### src/rtl/hazard_scoreboard_if.sv
// ID-stage issue bus into the hazard scoreboard, plus the stall request it returns.
interface hazard_scoreboard_if;
  logic [3:0] id_src1;
  logic [3:0] id_src2;
  logic       id_two_src;
  logic       id_ignore_hazard;
  logic       id_wb_en;
  logic       id_mem_read;
  logic [3:0] id_dest;
  logic       hazard;

  modport master (
    output id_src1, id_src2, id_two_src, id_ignore_hazard,
           id_wb_en, id_mem_read, id_dest,
    input  hazard
  );

  modport slave (
    input  id_src1, id_src2, id_two_src, id_ignore_hazard,
           id_wb_en, id_mem_read, id_dest,
    output hazard
  );
endinterface

### src/rtl/hazard_scoreboard.sv
// Shadows the EXE/MEM destination state and raises a combinational stall request
// when the ID instruction depends on an in-flight result it cannot yet consume.
module hazard_scoreboard #(
  parameter int CNT_W = 16
) (
  input  logic               clk,
  input  logic               rst,
  input  logic               forward_en,
  input  logic               freeze,
  input  logic               flush,
  hazard_scoreboard_if.slave id,
  output logic               exe_wb_en,
  output logic               exe_mem_read,
  output logic [3:0]         exe_dest,
  output logic               mem_wb_en,
  output logic [3:0]         mem_dest,
  output logic [CNT_W-1:0]   stall_count
);

  logic m1e, m1m, m2e, m2m, raw;
  logic bubble, count_en;

  // NOTE: every always_comb output gets a default first so no path can infer a latch.
  always_comb begin
    m1e = 1'b0;
    m1m = 1'b0;
    m2e = 1'b0;
    m2m = 1'b0;
    raw = 1'b0;
    m1e = exe_wb_en && (id.id_src1 == exe_dest);
    m1m = mem_wb_en && (id.id_src1 == mem_dest);
    m2e = id.id_two_src && exe_wb_en && (id.id_src2 == exe_dest);
    m2m = id.id_two_src && mem_wb_en && (id.id_src2 == mem_dest);
    // With forwarding, only a load still in EXE leaves data unavailable to ID.
    if (forward_en) raw = exe_mem_read && (m1e || m2e);
    else            raw = m1e || m1m || m2e || m2m;
  end

  assign id.hazard = raw && !id.id_ignore_hazard && !rst;
  assign bubble    = flush || id.hazard;
  // A flush already squashes ID, so a coincident hazard is not a stall of its own.
  assign count_en  = id.hazard && !flush && (stall_count != '1);

  // NOTE: sequential state uses non-blocking assignments so all registers sample
  // pre-edge values together.
  always_ff @(posedge clk) begin
    if (rst) begin
      exe_wb_en    <= 1'b0;
      exe_mem_read <= 1'b0;
      exe_dest     <= '0;
      mem_wb_en    <= 1'b0;
      mem_dest     <= '0;
      stall_count  <= '0;
    end else if (!freeze) begin
      mem_wb_en <= exe_wb_en;
      mem_dest  <= exe_dest;
      if (bubble) begin
        exe_wb_en    <= 1'b0;
        exe_mem_read <= 1'b0;
        exe_dest     <= '0;
      end else begin
        exe_wb_en    <= id.id_wb_en;
        exe_mem_read <= id.id_mem_read;
        exe_dest     <= id.id_dest;
      end
      if (count_en) stall_count <= stall_count + CNT_W'(1);
    end
  end

endmodule
### src/flat_wrapper.sv
// flat-port wrapper written by rule: the top's interface ports become plain ports
module hazard_scoreboard_flat 
#(
  parameter int CNT_W = 16
)
  (clk, rst, forward_en, freeze, flush, exe_wb_en, exe_mem_read, exe_dest, mem_wb_en, mem_dest, stall_count, id_id_src1, id_id_src2, id_id_two_src, id_id_ignore_hazard, id_id_wb_en, id_id_mem_read, id_id_dest, id_hazard);
  hazard_scoreboard_if id_i ();
  input  logic clk;
  input  logic rst;
  input  logic forward_en;
  input  logic freeze;
  input  logic flush;
  output logic exe_wb_en;
  output logic exe_mem_read;
  output logic [3:0] exe_dest;
  output logic mem_wb_en;
  output logic [3:0] mem_dest;
  output logic [CNT_W-1:0] stall_count;
  input wire logic [$bits(id_i.id_src1)-1:0] id_id_src1;
  input wire logic [$bits(id_i.id_src2)-1:0] id_id_src2;
  input wire logic [$bits(id_i.id_two_src)-1:0] id_id_two_src;
  input wire logic [$bits(id_i.id_ignore_hazard)-1:0] id_id_ignore_hazard;
  input wire logic [$bits(id_i.id_wb_en)-1:0] id_id_wb_en;
  input wire logic [$bits(id_i.id_mem_read)-1:0] id_id_mem_read;
  input wire logic [$bits(id_i.id_dest)-1:0] id_id_dest;
  output wire logic [$bits(id_i.hazard)-1:0] id_hazard;
  assign id_i.id_src1 = id_id_src1;
  assign id_i.id_src2 = id_id_src2;
  assign id_i.id_two_src = id_id_two_src;
  assign id_i.id_ignore_hazard = id_id_ignore_hazard;
  assign id_i.id_wb_en = id_id_wb_en;
  assign id_i.id_mem_read = id_id_mem_read;
  assign id_i.id_dest = id_id_dest;
  assign id_hazard = id_i.hazard;
  hazard_scoreboard #(.CNT_W(CNT_W)) u_core (.clk(clk), .rst(rst), .forward_en(forward_en), .freeze(freeze), .flush(flush), .id(id_i), .exe_wb_en(exe_wb_en), .exe_mem_read(exe_mem_read), .exe_dest(exe_dest), .mem_wb_en(mem_wb_en), .mem_dest(mem_dest), .stall_count(stall_count));
endmodule
### config.mk
export PLATFORM = sky130hd
export DESIGN_NAME = hazard_scoreboard_flat
export DESIGN_NICKNAME = d
export VERILOG_FILES = /design/src/rtl/hazard_scoreboard_if.sv /design/src/rtl/hazard_scoreboard.sv /design/src/flat_wrapper.sv
export SDC_FILE = /design/constraint.sdc
export NUM_CORES = 1
export LEC_CHECK = 0
export BUFFER_PORTS_ARGS = -buffer_cell sky130_fd_sc_hd__buf_4
export CORE_MARGIN = 8
export CORE_UTILIZATION = 46
export CTS_CLUSTER_SIZE = 28
export DETAILED_ROUTE_END_ITERATION = 12
export GPL_TIMING_DRIVEN = 0
export PLACE_DENSITY = 0.76
export SYNTH_ARGS = -nofsm -noshare
export SYNTH_HDL_FRONTEND = slang
export SYNTH_SLANG_ARGS = --single-unit
### constraint.sdc
create_clock -name clk -period 1.9 [get_ports clk]
set_clock_uncertainty 0.15 [all_clocks]
set_input_delay 0.19 -clock clk [delete_from_list [all_inputs] [get_ports clk]]
set_output_delay 0.19 -clock clk [all_outputs]
set_load 0.02 [all_outputs]
# After elaboration in Yosys (flattened, before gate mapping)

Cells that the tools add are included.

Add/subtract/negate cells: 1
Eq/ne operators: 5
Multiplexer cells: 4
Bitwise operators: 1
Reductions and logical operators: 20

Operators with widths:

| cell                                           | count |
|---|---|
| adder 16 x 1 -> 16 bit (second input constant) | 1 |
| == test 4 bit                                  | 4 |
| != test 16 bit (second input constant)         | 1 |
| logical AND 1 bit                              | 11 |
| logical OR 1 bit                               | 5 |
| two-way mux 4 bit                              | 1 |
| zero test 1 bit                                | 3 |
| two-way mux 1 bit                              | 3 |
| AND reduction 2 bit                            | 1 |
| NOT 1 bit                                      | 1 |

Bits in registers: 27
Input port bits: 21
Output and inout port bits: 28
Logic and storage cells: 37

# Longest topological paths before layout

Gate-level depths: netlist of run 1.

Depth after elaboration: 11
Mapped depth: 8
Mapped depth without buffers: 7

# Worst setup path after synthesis of run 1

No wires, ideal clock.

Kind: register to register
Start: register u_core.stall_count[0]
End: register u_core.stall_count[2]
Arrival time: 1.989 ns
Required time: 1.627 ns
Path slack: -0.362 ns
Cell stages (with the launch flop): 9
Path buffers: 1
Clock period less this slack: 2.262 ns
Cell sequence: dfxtp_1 > ha_1 > and2_1 > nand3_1 > o31ai_4 > buf_6 > nor2_1 > and3b_1 > mux2_1

Longest elaborated chain between the ends: 3
Elaborated cells on any way between the ends: 4

Ends and longest elaborated chain:

| element                                                                        | line                    | text |
|---|---|---|
| from (decl)                                                                    | hazard_scoreboard.sv:17 | `output logic [CNT_W-1:0] stall_count` |
| from (signal assigned)                                                         | hazard_scoreboard.sv:66 | `if (count_en) stall_count <= stall_count + CNT_W'(1);` |
| parallel branches: the longest is 3 deep, another holds adder 16 x 1 -> 16 bit | -                       |  |

Several ways; the timed one is not identified.
A chain may end at the register's enable or synchronous reset.

# Final worst setup path of run 1

Start: register u_core.mem_dest[1]
End: output id_hazard

Longest elaborated chain between the ends: 8
Elaborated cells on any way between the ends: 10

Ends and longest elaborated chain:

| element                          | line                    | text |
|---|---|---|
| from (decl)                      | hazard_scoreboard.sv:16 | `output logic [3:0] mem_dest,` |
| from (signal assigned)           | hazard_scoreboard.sv:56 | `mem_dest <= exe_dest;` |
| == test 4 bit                    | hazard_scoreboard.sv:31 | `m1m = mem_wb_en && (id.id_src1 == mem_dest);` |
| logical AND 1 bit                | hazard_scoreboard.sv:31 |  |
| logical OR 1 bit (2 in a row)    | hazard_scoreboard.sv:36 | `else raw = m1e \|\| m1m \|\| m2e \|\| m2m;` |
| logical OR 1 bit *               | hazard_scoreboard.sv:36 |  |
| two-way mux 1 bit *              | hazard_scoreboard.sv:35 | `if (forward_en) raw = exe_mem_read && (m1e \|\| m2e);` |
| logical AND 1 bit * (2 in a row) | hazard_scoreboard.sv:39 | `assign id.hazard = raw && !id.id_ignore_hazard && !rst;` |
| to (decl)                        | flat_wrapper.sv:26      | `output wire logic [$bits(id_i.hazard)-1:0] id_hazard;` |

Every way passes the cells marked *; elsewhere a longest branch is shown, timed or not.

==> results.cfg, run 1 <==
[setup_path]
r2r_start = u_core.mem_dest[1]$_SDFFE_PP0N_
critPathMaxFanout = 4
crit_slowest_cell = dfxtp_4
r2r_slack_ns = -0.36
max_stage_delay_ns = 0.38
reg2reg_to = u_core.stall_count[0]$_SDFFE_PP0P_
end_kind = primary output
critPathKind = reg2out
crit_arrival_ns = 2.02
start_kind = flip-flop
cp_cell_sequence = xor2_1 -> nor4_2 -> a31oi_1 -> o32a_1 -> buf_6 -> nor3_4 -> buf_6
reg2reg_depth = 8
cp_common_cell = buf_6
required_ns = 1.56

[layout]
final_util = 0.729
area_delta_synth_final_pct = 52.9
diodes = 0
final_area_sq_um = 2410
drive_gt1_frac = 0.498
finalNetCount = 262

[placement]
finalWeightedCongestion = 0.897
pre_cts_ws_ns = -0.485
dp_hpwl_mm = 3.29
portBuffers = 47
dpl-instance-area_sq_um = 2070

[power]
p_total_mw = 0.993
power.leakage_nw = 1.02
powerDensity_nw_per_um2 = 411
ir_drop_v = 0.000335

[yosys]
ys_types = 45
synth_ff_type = dfxtp_1
syn_inst = 164
syn_area_per_cell_sq_um = 9.63
synth_common_cells = dfxtp_1 (27), nor2_1 (14), xor2_1 (14)
async_flop_share = 0
ys_seq_elements = 27
yosysSeqAreaShare = 0.342
synth_top_area_share = 0.342
synth_nets = 186
synth-edff-count = 0
synth_top_area_cell = dfxtp_1
synth.top_cells.by_area = dfxtp_1 (34%), xor2_1 (7.8%), mux2_1 (5.0%), mux2i_1 (4.4%), nor4_4 (4.0%)
synth_area_sq_um = 1580
yosys_warnings = 0
synth.most_common_cell = dfxtp_1

[drt]
m1WireLength_mm = 2.07
drtAntennaViolNets = 0
post-route-drc-count = 0
dr_total_vias = 1592
viasPerCell = 5.59
drt_iter0_markers = 119
wl_met3_um = 307
highest_layer = met4
wl_per_cell_um = 17.5
drtPass1Iterations = 4
wl_mm = 5.00
met2_length_mm = 2.49

[sta]
tightest_slew_ns = 0.818
final-hold-violation-count = 0
drv_slew = 0
rsz0062_at_grt = yes
setup_viol = 23
period_share = 1.24
maxSlewHeadroom = 0.455
max_freq_mhz = 424
period_needed_ns = 2.36
setup_ws_ns = -0.457

[hold_path]
min_to = u_core.mem_dest[3]$_SDFFE_PP0N_
worstHoldPathType = in2reg
hold_depth = 3
hp-start = freeze

[floorplan]
rows = 21
dieArea_sq_um = 5560
die_w_um = 74.6
io_pins = 49
core_sq_um = 3310
die_h_um = 74.6
start_util = 0.477

[global_routing]
antenna_found_initial = 0
grt_pass1_wl_mm = 7.47
overflow = 0
grt_max_degree = 15
grt_usage = 0.172
grt_pass1_vias = 1545

[outcome]
violations = setup timing
status = finished with violations

[clock_network]
insertion_delay_ns = 0.34
cts_buffers = 3
clk_pin_slew_ns = 0.15
htreeDepth = 1
clock_sinks = 27
cts_tree = done
clockBufferDepth = 2
cts_root_buf = clkbuf_4

[run]
maxCapViolations = 0
==> worst max-delay path: cells and delay by family (launching register included) <==
kind / cells / cell delay [ns]
AOI/OAI and AO/OA: 2 / 0.44
xor gates and xnor gates: 1 / 0.16
buffers and inverters: 2 / 0.31
DFF: 1 / 0.38
and+or+nand+nor: 2 / 0.40
==> metal layers <==
layer | global-route usage | up-vias
li1 | - | 753
met1 | 0.206 | 763
met2 | 0.291 | 65
met3 | 0.0283 | 11
met4 | 0.0783 | 0
met5 | 0 | -
==> area by class of cell <==
class / instances / area [sq um]
Tap cell: 46 / 57.6
Multi-Input combinational cell: 127 / 1110
Inverter: 2 / 7.51
Clock buffer: 4 / 26.3
Fill cell: 241 / 897
Timing Repair Buffer: 71 / 563
Buffer: 8 / 57.6
Sequential cell: 27 / 587
==> worst max path at each step <==
stage,startpoint,to,depth (start not counted)
CTS,u_core.mem_dest[0]$_SDFFE_PP0N_,id_hazard,7
global route,u_core.mem_dest[1]$_SDFFE_PP0N_,id_hazard,7
floorplan,u_core.mem_dest[1]$_SDFFE_PP0N_,u_core.stall_count[5]$_SDFFE_PP0P_,7
global placement,u_core.mem_dest[2]$_SDFFE_PP0N_,u_core.stall_count[7]$_SDFFE_PP0P_,7
detailed placement,u_core.mem_dest[2]$_SDFFE_PP0N_,u_core.stall_count[5]$_SDFFE_PP0P_,7
finish,u_core.mem_dest[1]$_SDFFE_PP0N_,id_hazard,7
==> registers in the layout (all words and copies together), names as in the netlist <==
signal / count
u_core.exe_wb_en: 1
u_core.mem_wb_en: 1
u_core.mem_dest: 4
u_core.stall_count: 16
u_core.exe_mem_read: 1
u_core.exe_dest: 4
==> placed cells by master, fill, tap and decap left out, types with 3 or more instances in the layout <==
cell type | netlist | routed
mux2i_1 | 7 | 7
o21ai_0 | 5 | 5
or3_1 | 4 | 3
nor4_4 | 3 | 3
nand2_1 | 3 | 3
a21oi_1 | 7 | 6
nand3_1 | 5 | 4
a22o_1 | 6 | 6
nor2b_1 | 8 | 8
mux2_4 | 0 | 6
xor2_1 | 14 | 13
buf_6 | 2 | 6
dfxtp_4 | 0 | 11
dfxtp_1 | 27 | 12
clkbuf_4 | 0 | 3
nor3_4 | 1 | 4
nand2b_1 | 4 | 4
nor2_1 | 14 | 14
or4_1 | 6 | 6
dlygate4sd3_1 | 0 | 6
buf_4 | 0 | 61
clkbuf_1 | 3 | 4
dfxtp_2 | 0 | 4
==> metrics by stage <==
step	hold slack, ns	cells	TNS, ns
CTS	0.119	273	-9.48
floorplan	0.166	164	-2.58
finish	0.119	285	-7.35
global placement	0.258	257	-6.23
detailed placement	0.257	257	-7.27
global route	0.130	285	-9.58
==> cell families after synthesis <==
kind of cell    Yosys count  synth area share
mux                      14            0.0943
compound gates           26             0.119
xor+xnor                 16            0.0888
buf+inv                  10            0.0349
simple gates             70             0.313
flops                    27             0.342
fa+ha+maj                 1           0.00792
==> what timing repair did <==
item | in CTS | in global routing
gates resized for setup | 17 | 9
setup buffers | 6 | 12
pin swaps | 10 | 4
hold buffers | 6 | 0
hold endpoints to repair | 6 | 0
setup endpoints to repair | 23 | 23
==> where the power goes <==
part	leakage (nW)	internal [mW]	total [mW]	switching (mW)
Sequential	0.229	0.559	0.570	0.0110
Combinational	0.773	0.0826	0.168	0.0856
Clock	0.0150	0.0825	0.255	0.173
Total	1.02	0.724	0.993	0.269
Note: power is estimated with default switching activity, not from simulation.
==> run 2: changes to the inputs <==
--- a/config.mk
+++ b/config.mk
@@ -7,11 +7,12 @@
 export LEC_CHECK = 0
 export BUFFER_PORTS_ARGS = -buffer_cell sky130_fd_sc_hd__buf_4
 export CORE_MARGIN = 8
-export CORE_UTILIZATION = 46
+export CORE_UTILIZATION = 48
+export CTS_BUF_LIST = sky130_fd_sc_hd__clkbuf_4
 export CTS_CLUSTER_SIZE = 28
 export DETAILED_ROUTE_END_ITERATION = 12
 export GPL_TIMING_DRIVEN = 0
-export PLACE_DENSITY = 0.76
+export PLACE_DENSITY = 0.79
 export SYNTH_ARGS = -nofsm -noshare
 export SYNTH_HDL_FRONTEND = slang
 export SYNTH_SLANG_ARGS = --single-unit
==> results.cfg, run 2 (synthesis gave the netlist of run 1 again) <==
[outcome]
status = finished with violations
violations = setup timing

[sta]
setup_viol = 23
whs_ns = 0.0988
drv_slew = 0
period_share = 1.27
tightest_slew_ns = 0.859
period_needed_ns = 2.41
maxSlewHeadroom = 0.427
final-hold-violation-count = 0
max_freq_mhz = 415
setup_ws_ns = -0.512
rsz0062_at_grt = yes
tns_ns = -8.86

[setup_path]
cp_common_cell = buf_6
critPathKind = reg2out
cpLargestDelayFamily = compound AO/OA/AOI/OAI gates
max_stage_delay_ns = 0.39
end_kind = primary output
cp_num_buf_inv = 2
cp_cell_sequence = xor2_2 -> nor4_1 -> a31oi_1 -> o32a_1 -> buf_6 -> nor3_4 -> buf_6
start_kind = flip-flop
crit_arrival_ns = 2.07
critPathMaxFanout = 5
required_ns = 1.56
crit_slowest_cell = o32a_1

[global_routing]
antenna_found_initial = 0
grt_pass1_wl_mm = 7.60
overflow = 0
grt_pass1_vias = 1550
grt_max_degree = 15
grt_usage = 0.179

[layout]
top_regs = u_core.stall_count: 16 flops, u_core.exe_dest: 4 flops, u_core.mem_dest: 4 flops
final_util = 0.738
final_common_cell = buf_4
diodes = 0
largest_reg_flops = 16
area_delta_synth_final_pct = 52.4
top_register = u_core.stall_count
fin_cells = 280
final_area_sq_um = 2410
finalNetCount = 257
mostFrequentLayoutCells = buf_4 (55), nor2_1 (14), xor2_1 (12)
drive_gt1_frac = 0.513

[drt]
wl_mm = 4.92
dr_total_vias = 1571
drtAntennaViolNets = 0
highest_layer = met4
drt_iter0_markers = 95
wl_met3_um = 290
post-route-drc-count = 0
met2_length_mm = 2.56
viasPerCell = 5.61
wl_per_cell_um = 17.6
drtPass1Iterations = 4
m1WireLength_mm = 2.00

[clock_network]
insertion_delay_ns = 0.32
cts_root_buf = clkbuf_4
htreeDepth = 1
cts_buffers = 3
clock_sinks = 27
clockBufferDepth = 2
cts_tree = done
clk_pin_slew_ns = 0.14

[placement]
pre_cts_ws_ns = -0.382
dpl-instance-area_sq_um = 2070
dp.cells = 257
finalWeightedCongestion = 0.893
portBuffers = 47
dp_hpwl_mm = 3.33

[floorplan]
die_h_um = 73.4
io_pins = 49
die_w_um = 73.4
core_sq_um = 3260
rows = 21
start_util = 0.485
dieArea_sq_um = 5380

[power]
p_total_mw = 1.00
powerDensity_nw_per_um2 = 416
power.leakage_nw = 0.998
ir_drop_v = 0.000346

[hold_path]
worstHoldPathType = in2reg

[run]
maxCapViolations = 0
[run 2: changes by cell type in the layout (fill, tap and decap cells not counted), moves of 2 or more]
cell	previous run	this run
o21ai_1	0	2
a21oi_2	1	3
o21ai_0	5	3
buf_4	61	55
a21oi_1	6	4
dfxtp_1	12	10
dfxtp_2	4	6
[run 2: power breakdown]
part / internal [mW] / switching [mW]
Combinational: 0.0782 / 0.0875
Sequential: 0.559 / 0.0107
Clock: 0.0966 / 0.169
Total: 0.734 / 0.267
[run 2: worst min-delay path, stage by stage]
cell and delay, ns:
buf_4 0.13, nor2b_1 0.11, mux2_1 0.12
[run 2: what timing repair did]
item | 4_1_cts | 5_1_grt
buffers inserted | 6 | 8
pin swaps | 11 | 10
hold buffers | 6 | 0
endpoints found under the setup margin | 23 | 23
gates resized for setup | 16 | 18
hold endpoints to repair | 6 | 0
[run 2: cell type report]
type                    instances  area (sq um)
plain buffers                   8          53.8
clock buffers                   4          30.0
fillers                       232           852
inverters                       2          7.51
multi-input cells             127          1130
flip-flops and latches         27           589
well taps                      46          57.6
repair buffers                 66           533
[run 2: layer usage]
layer / global-route usage / vias up
met1: 0.215 / 769
met3: 0.0327 / 8
met4: 0.0532 / 0
li1: - / 741
met5: 0 / -
met2: 0.313 / 53
[run 2: final timing paths]
check / depth (start not counted) / from / slack [ns] / to
worst max register to register: 7 / u_core.mem_dest[2]$_SDFFE_PP0N_ / -0.47 / u_core.stall_count[9]$_SDFFE_PP0P_
worst min-delay path: 3 / rst / 0.1 / u_core.stall_count[5]$_SDFFE_PP0P_
worst min register to register: 1 / u_core.stall_count[0]$_SDFFE_PP0P_ / 0.36 / u_core.stall_count[0]$_SDFFE_PP0P_
worst max-delay path: 7 / u_core.mem_dest[2]$_SDFFE_PP0N_ / -0.51 / id_hazard
